**src/rtl/async_fifo_pkg.sv**
```systemverilog
// Shared types and pointer-code helpers for the async FIFO read and write sides.
package async_fifo_pkg;

    localparam int ADDRSIZE_DEF = 4;
    localparam int DATASIZE_DEF = 8;

    typedef logic [ADDRSIZE_DEF:0]   ptr_t;
    typedef logic [ADDRSIZE_DEF-1:0] addr_t;
    typedef logic [DATASIZE_DEF-1:0] data_t;

    function automatic ptr_t bin2gray(input ptr_t b);
        return (b >> 1) ^ b;
    endfunction

    function automatic ptr_t gray2bin(input ptr_t g);
        ptr_t b;
        for (int i = 0; i <= ADDRSIZE_DEF; i++) begin
            b[i] = ^(g >> i);
        end
        return b;
    endfunction

endpackage

```
**src/rtl/custom_rptr_empty_fwft_if.sv**
```systemverilog
// Consumer-side handshake of the FWFT read port.
interface custom_rptr_empty_fwft_if #(
    parameter int DATASIZE = async_fifo_pkg::DATASIZE_DEF
);
    logic                ren;
    logic [DATASIZE-1:0] rdata;
    logic                rvalid;
    logic                fifo_empty;
    logic                fifo_almost_empty;
    logic                rd_underflow;

    modport master (
        output ren,
        input  rdata, rvalid, fifo_empty, fifo_almost_empty, rd_underflow
    );

    modport slave (
        input  ren,
        output rdata, rvalid, fifo_empty, fifo_almost_empty, rd_underflow
    );
endinterface

```
**src/rtl/custom_gray2bin.sv**
```systemverilog
// Combinational Gray-to-binary converter; bit i is the XOR of all Gray bits at or above i.
module custom_gray2bin #(
    parameter int W = 5
) (
    input  logic [W-1:0] gray,
    output logic [W-1:0] bin
);

    always_comb begin
        bin = '0;
        for (int i = 0; i < W; i++) begin
            bin[i] = ^(gray >> i);
        end
    end

endmodule

```
**src/rtl/custom_rptr_empty_fwft.sv**
```systemverilog
// Read-domain pointer/empty controller with a first-word-fall-through output register.
module custom_rptr_empty_fwft
    import async_fifo_pkg::*;
#(
    parameter int ADDRSIZE      = ADDRSIZE_DEF,
    parameter int DATASIZE      = DATASIZE_DEF,
    parameter int AEMPTY_THRESH = 2
) (
    input  logic                     rclk_i,
    input  logic                     rrst_n_i,
    custom_rptr_empty_fwft_if.slave  rd,
    input  logic [ADDRSIZE:0]        wptr_sync2_rdclk,
    input  logic [DATASIZE-1:0]      rdata_mem,
    output logic [ADDRSIZE-1:0]      rd_addr,
    output logic [ADDRSIZE:0]        rptr_g
);

    localparam logic [ADDRSIZE:0] THRESH = (ADDRSIZE+1)'(AEMPTY_THRESH);

    logic [ADDRSIZE:0]   rbin_reg;
    logic [ADDRSIZE:0]   rbin_next;
    logic [ADDRSIZE:0]   rgray_next;
    logic [ADDRSIZE:0]   wbin_sync;
    logic [ADDRSIZE:0]   level_next;
    logic                mem_empty;
    logic                mem_empty_val;
    logic                pop;
    logic [DATASIZE-1:0] rdata_q;
    logic                rvalid_q;
    logic                aempty_q;
    logic                underflow_q;

    custom_gray2bin #(.W(ADDRSIZE+1)) u_wptr_g2b (
        .gray (wptr_sync2_rdclk),
        .bin  (wbin_sync)
    );

    // Memory is only popped when it has a word and the output register is free or being drained.
    assign pop           = ~mem_empty & (~rvalid_q | rd.ren);
    assign rbin_next     = rbin_reg + {{ADDRSIZE{1'b0}}, pop};
    assign rgray_next    = (rbin_next >> 1) ^ rbin_next;
    assign mem_empty_val = (rgray_next == wptr_sync2_rdclk);
    // Modulo subtraction keeps a full memory (MSBs differ) distinct from an empty one.
    assign level_next    = wbin_sync - rbin_next;
    assign rd_addr       = rbin_reg[ADDRSIZE-1:0];

    always_ff @(posedge rclk_i) begin
        if (!rrst_n_i) begin
            rbin_reg    <= '0;
            rptr_g      <= '0;
            mem_empty   <= 1'b1;
            rdata_q     <= '0;
            rvalid_q    <= 1'b0;
            aempty_q    <= 1'b1;
            underflow_q <= 1'b0;
        end else begin
            rbin_reg    <= rbin_next;
            rptr_g      <= rgray_next;
            mem_empty   <= mem_empty_val;
            aempty_q    <= (level_next <= THRESH) | mem_empty_val;
            underflow_q <= rd.ren & ~rvalid_q;
            if (pop) begin
                rdata_q  <= rdata_mem;
                rvalid_q <= 1'b1;
            end else if (rd.ren & rvalid_q) begin
                rvalid_q <= 1'b0;
            end
        end
    end

    assign rd.rdata             = rdata_q;
    assign rd.rvalid            = rvalid_q;
    assign rd.fifo_empty        = ~rvalid_q;
    assign rd.fifo_almost_empty = aempty_q;
    assign rd.rd_underflow      = underflow_q;

endmodule

```
**src/flat_wrapper.sv**
```systemverilog
// flat-port wrapper written by rule: the top's interface ports become plain ports
module custom_rptr_empty_fwft_flat import async_fifo_pkg::*;
#(
    parameter int ADDRSIZE      = ADDRSIZE_DEF,
    parameter int DATASIZE      = DATASIZE_DEF,
    parameter int AEMPTY_THRESH = 2
)
  (rclk_i, rrst_n_i, wptr_sync2_rdclk, rdata_mem, rd_addr, rptr_g, rd_ren, rd_rdata, rd_rvalid, rd_fifo_empty, rd_fifo_almost_empty, rd_rd_underflow);
  custom_rptr_empty_fwft_if #(.DATASIZE(DATASIZE)) rd_i ();
  input  logic rclk_i;
  input  logic rrst_n_i;
  input  logic [ADDRSIZE:0] wptr_sync2_rdclk;
  input  logic [DATASIZE-1:0] rdata_mem;
  output logic [ADDRSIZE-1:0] rd_addr;
  output logic [ADDRSIZE:0] rptr_g;
  input wire logic [$bits(rd_i.ren)-1:0] rd_ren;
  output wire logic [$bits(rd_i.rdata)-1:0] rd_rdata;
  output wire logic [$bits(rd_i.rvalid)-1:0] rd_rvalid;
  output wire logic [$bits(rd_i.fifo_empty)-1:0] rd_fifo_empty;
  output wire logic [$bits(rd_i.fifo_almost_empty)-1:0] rd_fifo_almost_empty;
  output wire logic [$bits(rd_i.rd_underflow)-1:0] rd_rd_underflow;
  assign rd_i.ren = rd_ren;
  assign rd_rdata = rd_i.rdata;
  assign rd_rvalid = rd_i.rvalid;
  assign rd_fifo_empty = rd_i.fifo_empty;
  assign rd_fifo_almost_empty = rd_i.fifo_almost_empty;
  assign rd_rd_underflow = rd_i.rd_underflow;
  custom_rptr_empty_fwft #(.ADDRSIZE(ADDRSIZE), .DATASIZE(DATASIZE), .AEMPTY_THRESH(AEMPTY_THRESH)) u_core (.rclk_i(rclk_i), .rrst_n_i(rrst_n_i), .rd(rd_i), .wptr_sync2_rdclk(wptr_sync2_rdclk), .rdata_mem(rdata_mem), .rd_addr(rd_addr), .rptr_g(rptr_g));
endmodule
```
**config.mk**
```make
export PLATFORM = sky130hd
export DESIGN_NAME = custom_rptr_empty_fwft_flat
export DESIGN_NICKNAME = d
export VERILOG_FILES = /design/src/rtl/async_fifo_pkg.sv /design/src/rtl/custom_rptr_empty_fwft_if.sv /design/src/rtl/custom_gray2bin.sv /design/src/rtl/custom_rptr_empty_fwft.sv /design/src/flat_wrapper.sv
export SDC_FILE = /design/constraint.sdc
export NUM_CORES = 1
export LEC_CHECK = 0
export CORE_MARGIN = 2
export CORE_UTILIZATION = 40
export CTS_CLUSTER_DIAMETER = 100
export DETAILED_ROUTE_END_ITERATION = 12
export PLACE_DENSITY = 0.85
export REMOVE_ABC_BUFFERS = 1
export SLEW_MARGIN = 5
export SYNTH_ARGS = -nofsm -noshare
export SYNTH_HDL_FRONTEND = slang
export SYNTH_SLANG_ARGS = --single-unit
```
**constraint.sdc**
```tcl
create_clock -name rclk_i -period 3.4 [get_ports rclk_i]
set_input_delay 0.85 -clock rclk_i [delete_from_list [all_inputs] [get_ports rclk_i]]
set_output_delay 0.85 -clock rclk_i [all_outputs]
set_load 0.1 [all_outputs]
```
==> impl_metrics.env <==
export IMPL_outcome="finished clean"
export IMPL_reg2reg_from="u_core.rd.rvalid"
export IMPL_ir_drop_uv=287
export IMPL_portBuffers=36
export IMPL_syn_area_um2=1080
export IMPL_drt_initial_drc_count=16
export IMPL_hold_path_end="u_core.rd.rvalid"
export IMPL_hold_path_cell_count=1
export IMPL_slew_viol_final=0
export IMPL_viasPerCell=4.88
export IMPL_die_w_um=56.0
export IMPL_async_flop_share_pct=0
export IMPL_rsz0062_at_grt="false"
export IMPL_syn_area_per_cell_um2=9.82
export IMPL_start_util_pct=42.8
export IMPL_path_max_fanout=2
export IMPL_htreeDepth=1
export IMPL_synth_edf_count=0
export IMPL_hold_start="u_core.mem_empty"
export IMPL_dp_final_hpwl_mm=1.92
export IMPL_ys_warn_count=0
export IMPL_fin_crit_sh_pct=96.3
export IMPL_start_kind="input pin"
export IMPL_synthCells=110
export IMPL_setup_viol=0
export IMPL_rows=18
export IMPL_numCtsBuffers=3
export IMPL_tightest_slew_ps=294
export IMPL_antenna_found_initial=0
export IMPL_pwr_share_clk_pct=16.5
export IMPL_synth_cell_types=33
export IMPL_coreArea_um2=2520
export IMPL_layout_nets=187
export IMPL_worst_skew_pair_late_latency_ps=300
export IMPL_tns_ps=0
export IMPL_yosysTopAreaCell="dfxtp_1"
export IMPL_detail_route_antenna_nets=0
export IMPL_cts_tree="done"
export IMPL_crit_type="in2reg"
export IMPL_post_synth_top_count_cell="dfxtp_1"
export IMPL_r2r_cells=10
export IMPL_routabilityCongestion=0.744
export IMPL_synthFlopType="dfxtp_1"
export IMPL_maxCapViolCount=0
export IMPL_die_h_um=56.0
export IMPL_drc=0
export IMPL_power_density_nw_per_um2=469
export IMPL_max_freq_mhz=305
export IMPL_skew_ps=2.26
export IMPL_io_pins=37
export IMPL_finalInstanceArea_um2=1580
export IMPL_grt_pass1_wl_mm=4.05
export IMPL_root_buffer="clkbuf_4"
export IMPL_swShare_pct=41.3
export IMPL_cts_setup_buffers=0
export IMPL_p_int_mw=0.435
export IMPL_dpl_cell_area_um2=1540
export IMPL_drive_gt1_share_pct=31.7
export IMPL_yosys_top_cells_count="dfxtp_1, nor2_1, xor2_1, mux2i_1, xnor2_1"
export IMPL_seqPwrFrac_pct=36.9
export IMPL_via_count=947
export IMPL_ys_seq_elements=21
export IMPL_min_path_type="reg2reg"
export IMPL_die_area_um2=3130
export IMPL_drt_wirelength_per_cell_um=12.4
export IMPL_cp_arrival_ps=3530
export IMPL_hold_viol=0
export IMPL_cp_required_ps=3660
export IMPL_largest_reg_flops=8
export IMPL_crit_reg2reg_capture="u_core.rd.fifo_almost_empty"
export IMPL_synth_area_top_cells="dfxtp_1, mux2i_1, xor2_1"
export IMPL_grt_max_degree=18
export IMPL_p_switching_mw=0.306
export IMPL_cts_sinks=21
export IMPL_totalPowerFinal_mw=0.742
export IMPL_combPwrFrac_pct=46.6
export IMPL_grt_overflow=0
export IMPL_dr_pass1_iters=4
export IMPL_syn_to_final_growth_pct=46.6
export IMPL_routed_wl_mm=2.40
export IMPL_endpoint_kind="register"
export IMPL_clock_path_buffers=2
export IMPL_antenna_cells=0
export IMPL_ys_seq_area_share_pct=38.9
export IMPL_r2r_slack_ps=960
export IMPL_grt_pass1_vias=961
export IMPL_path_clk_slew_ps=110
export IMPL_synth_top_area_share_pct=38.9
export IMPL_finalCriticalPeriod_ps=3270
export IMPL_leakage_nw=0.744
export IMPL_grt_usage_pct=16.1
export IMPL_holdBufCountCts=0
export IMPL_final_fill_count=223
export IMPL_max_slew_margin_rel_pct=80.3
cell type report:
cell class | instances | area (um2) | share of cell area, %
sequential | 21 | 420 | 26.6
clock buffer | 4 | 26.3 | 1.66
inverter | 6 | 22.5 | 1.42
timing repair buffer | 52 | 428 | 27.0
tap | 30 | 37.5 | 2.37
multi-input combinational | 81 | 648 | 40.9
how the worst max path moves through the flow:
stage                                    from  slack [ps]                     endpoint
after floorplan              u_core.rd.rvalid        -130  u_core.rd.fifo_almost_empty
after global placement    wptr_sync2_rdclk[2]        -210  u_core.rd.fifo_almost_empty
after detailed placement  wptr_sync2_rdclk[2]        -260  u_core.rd.fifo_almost_empty
after CTS                 wptr_sync2_rdclk[2]          60  u_core.rd.fifo_almost_empty
after global routing      wptr_sync2_rdclk[4]          30  u_core.rd.fifo_almost_empty
final                     wptr_sync2_rdclk[4]         130  u_core.rd.fifo_almost_empty
metal layers:
layer  part of all wire (%)  GRT usage (%)
met3                    3.4           2.56
met5                      0              0
met1                     43           18.5
met4                    1.4           6.12
met2                     52           29.6
worst max-delay path, cell delays in order:
cell and delay, ps:
clkdlybuf4s50_1 480, xnor3_2 460, xor2_2 170, xor2_1 150
ha_2 190, fa_2 360, or3_1 370, a211oi_2 220
or2_2 140, a31o_2 140
layout by cell type, fill, tap and decap left out, types with 2 or more instances in the layout:
cell / count
buf_4: 37
dfxtp_1: 21
nor2_1: 16
clkdlybuf4s50_1: 15
xor2_1: 10
mux2i_1: 10
xnor2_1: 7
inv_1: 5
nand2_1: 5
ha_1: 4
nor2b_1: 3
clkbuf_4: 3
a21oi_1: 2
nand3_1: 2
xor2_2: 2
nor3_1: 2
power groups by stage:
stage / logic (mW) / registers, mW / clock network, mW
finish: 0.346 / 0.274 / 0.122
global route: 0.367 / 0.277 / 0.131
CTS: 0.341 / 0.274 / 0.122
detailed placement: 0.340 / 0.279 / 0
global placement: 0.330 / 0.279 / 0
floorplan: 0.115 / 0.403 / 0
cells by family (layout without fill, tap and decap cells):
logic type,Yosys count,after routing,share of synthesized area (%)
compound gates,9,9,6.61
buf+inv,8,62,2.78
mux,10,10,9.27
simple gates,36,36,16.6
xor+xnor,20,20,18.2
fa+ha+maj,6,6,7.65
flops,21,21,38.9
what timing repair did:
action / CTS / global route
endpoints found under the hold margin: 0 / 0
endpoints found under the setup margin: 0 / 1
gates resized for setup: 0 / 5
per-stage QoR:
| stage | util [%] | setup WS (ps) | hold WS, ps | std cells |
|---|---|---|---|---|
| 2_1_floorplan | - | -129 | 408 | 108 |
| 3_3_place_gp | 61.0 | -212 | 416 | 190 |
| 3_5_place_dp | 61.0 | -262 | 424 | 190 |
| 4_1_cts | 62.0 | 62.1 | 440 | 194 |
| 5_1_grt | 62.7 | 26.0 | 455 | 194 |
| 6_report | 62.7 | 125 | 439 | 194 |
No activity file was read; power rests on OpenSTA's default activity.
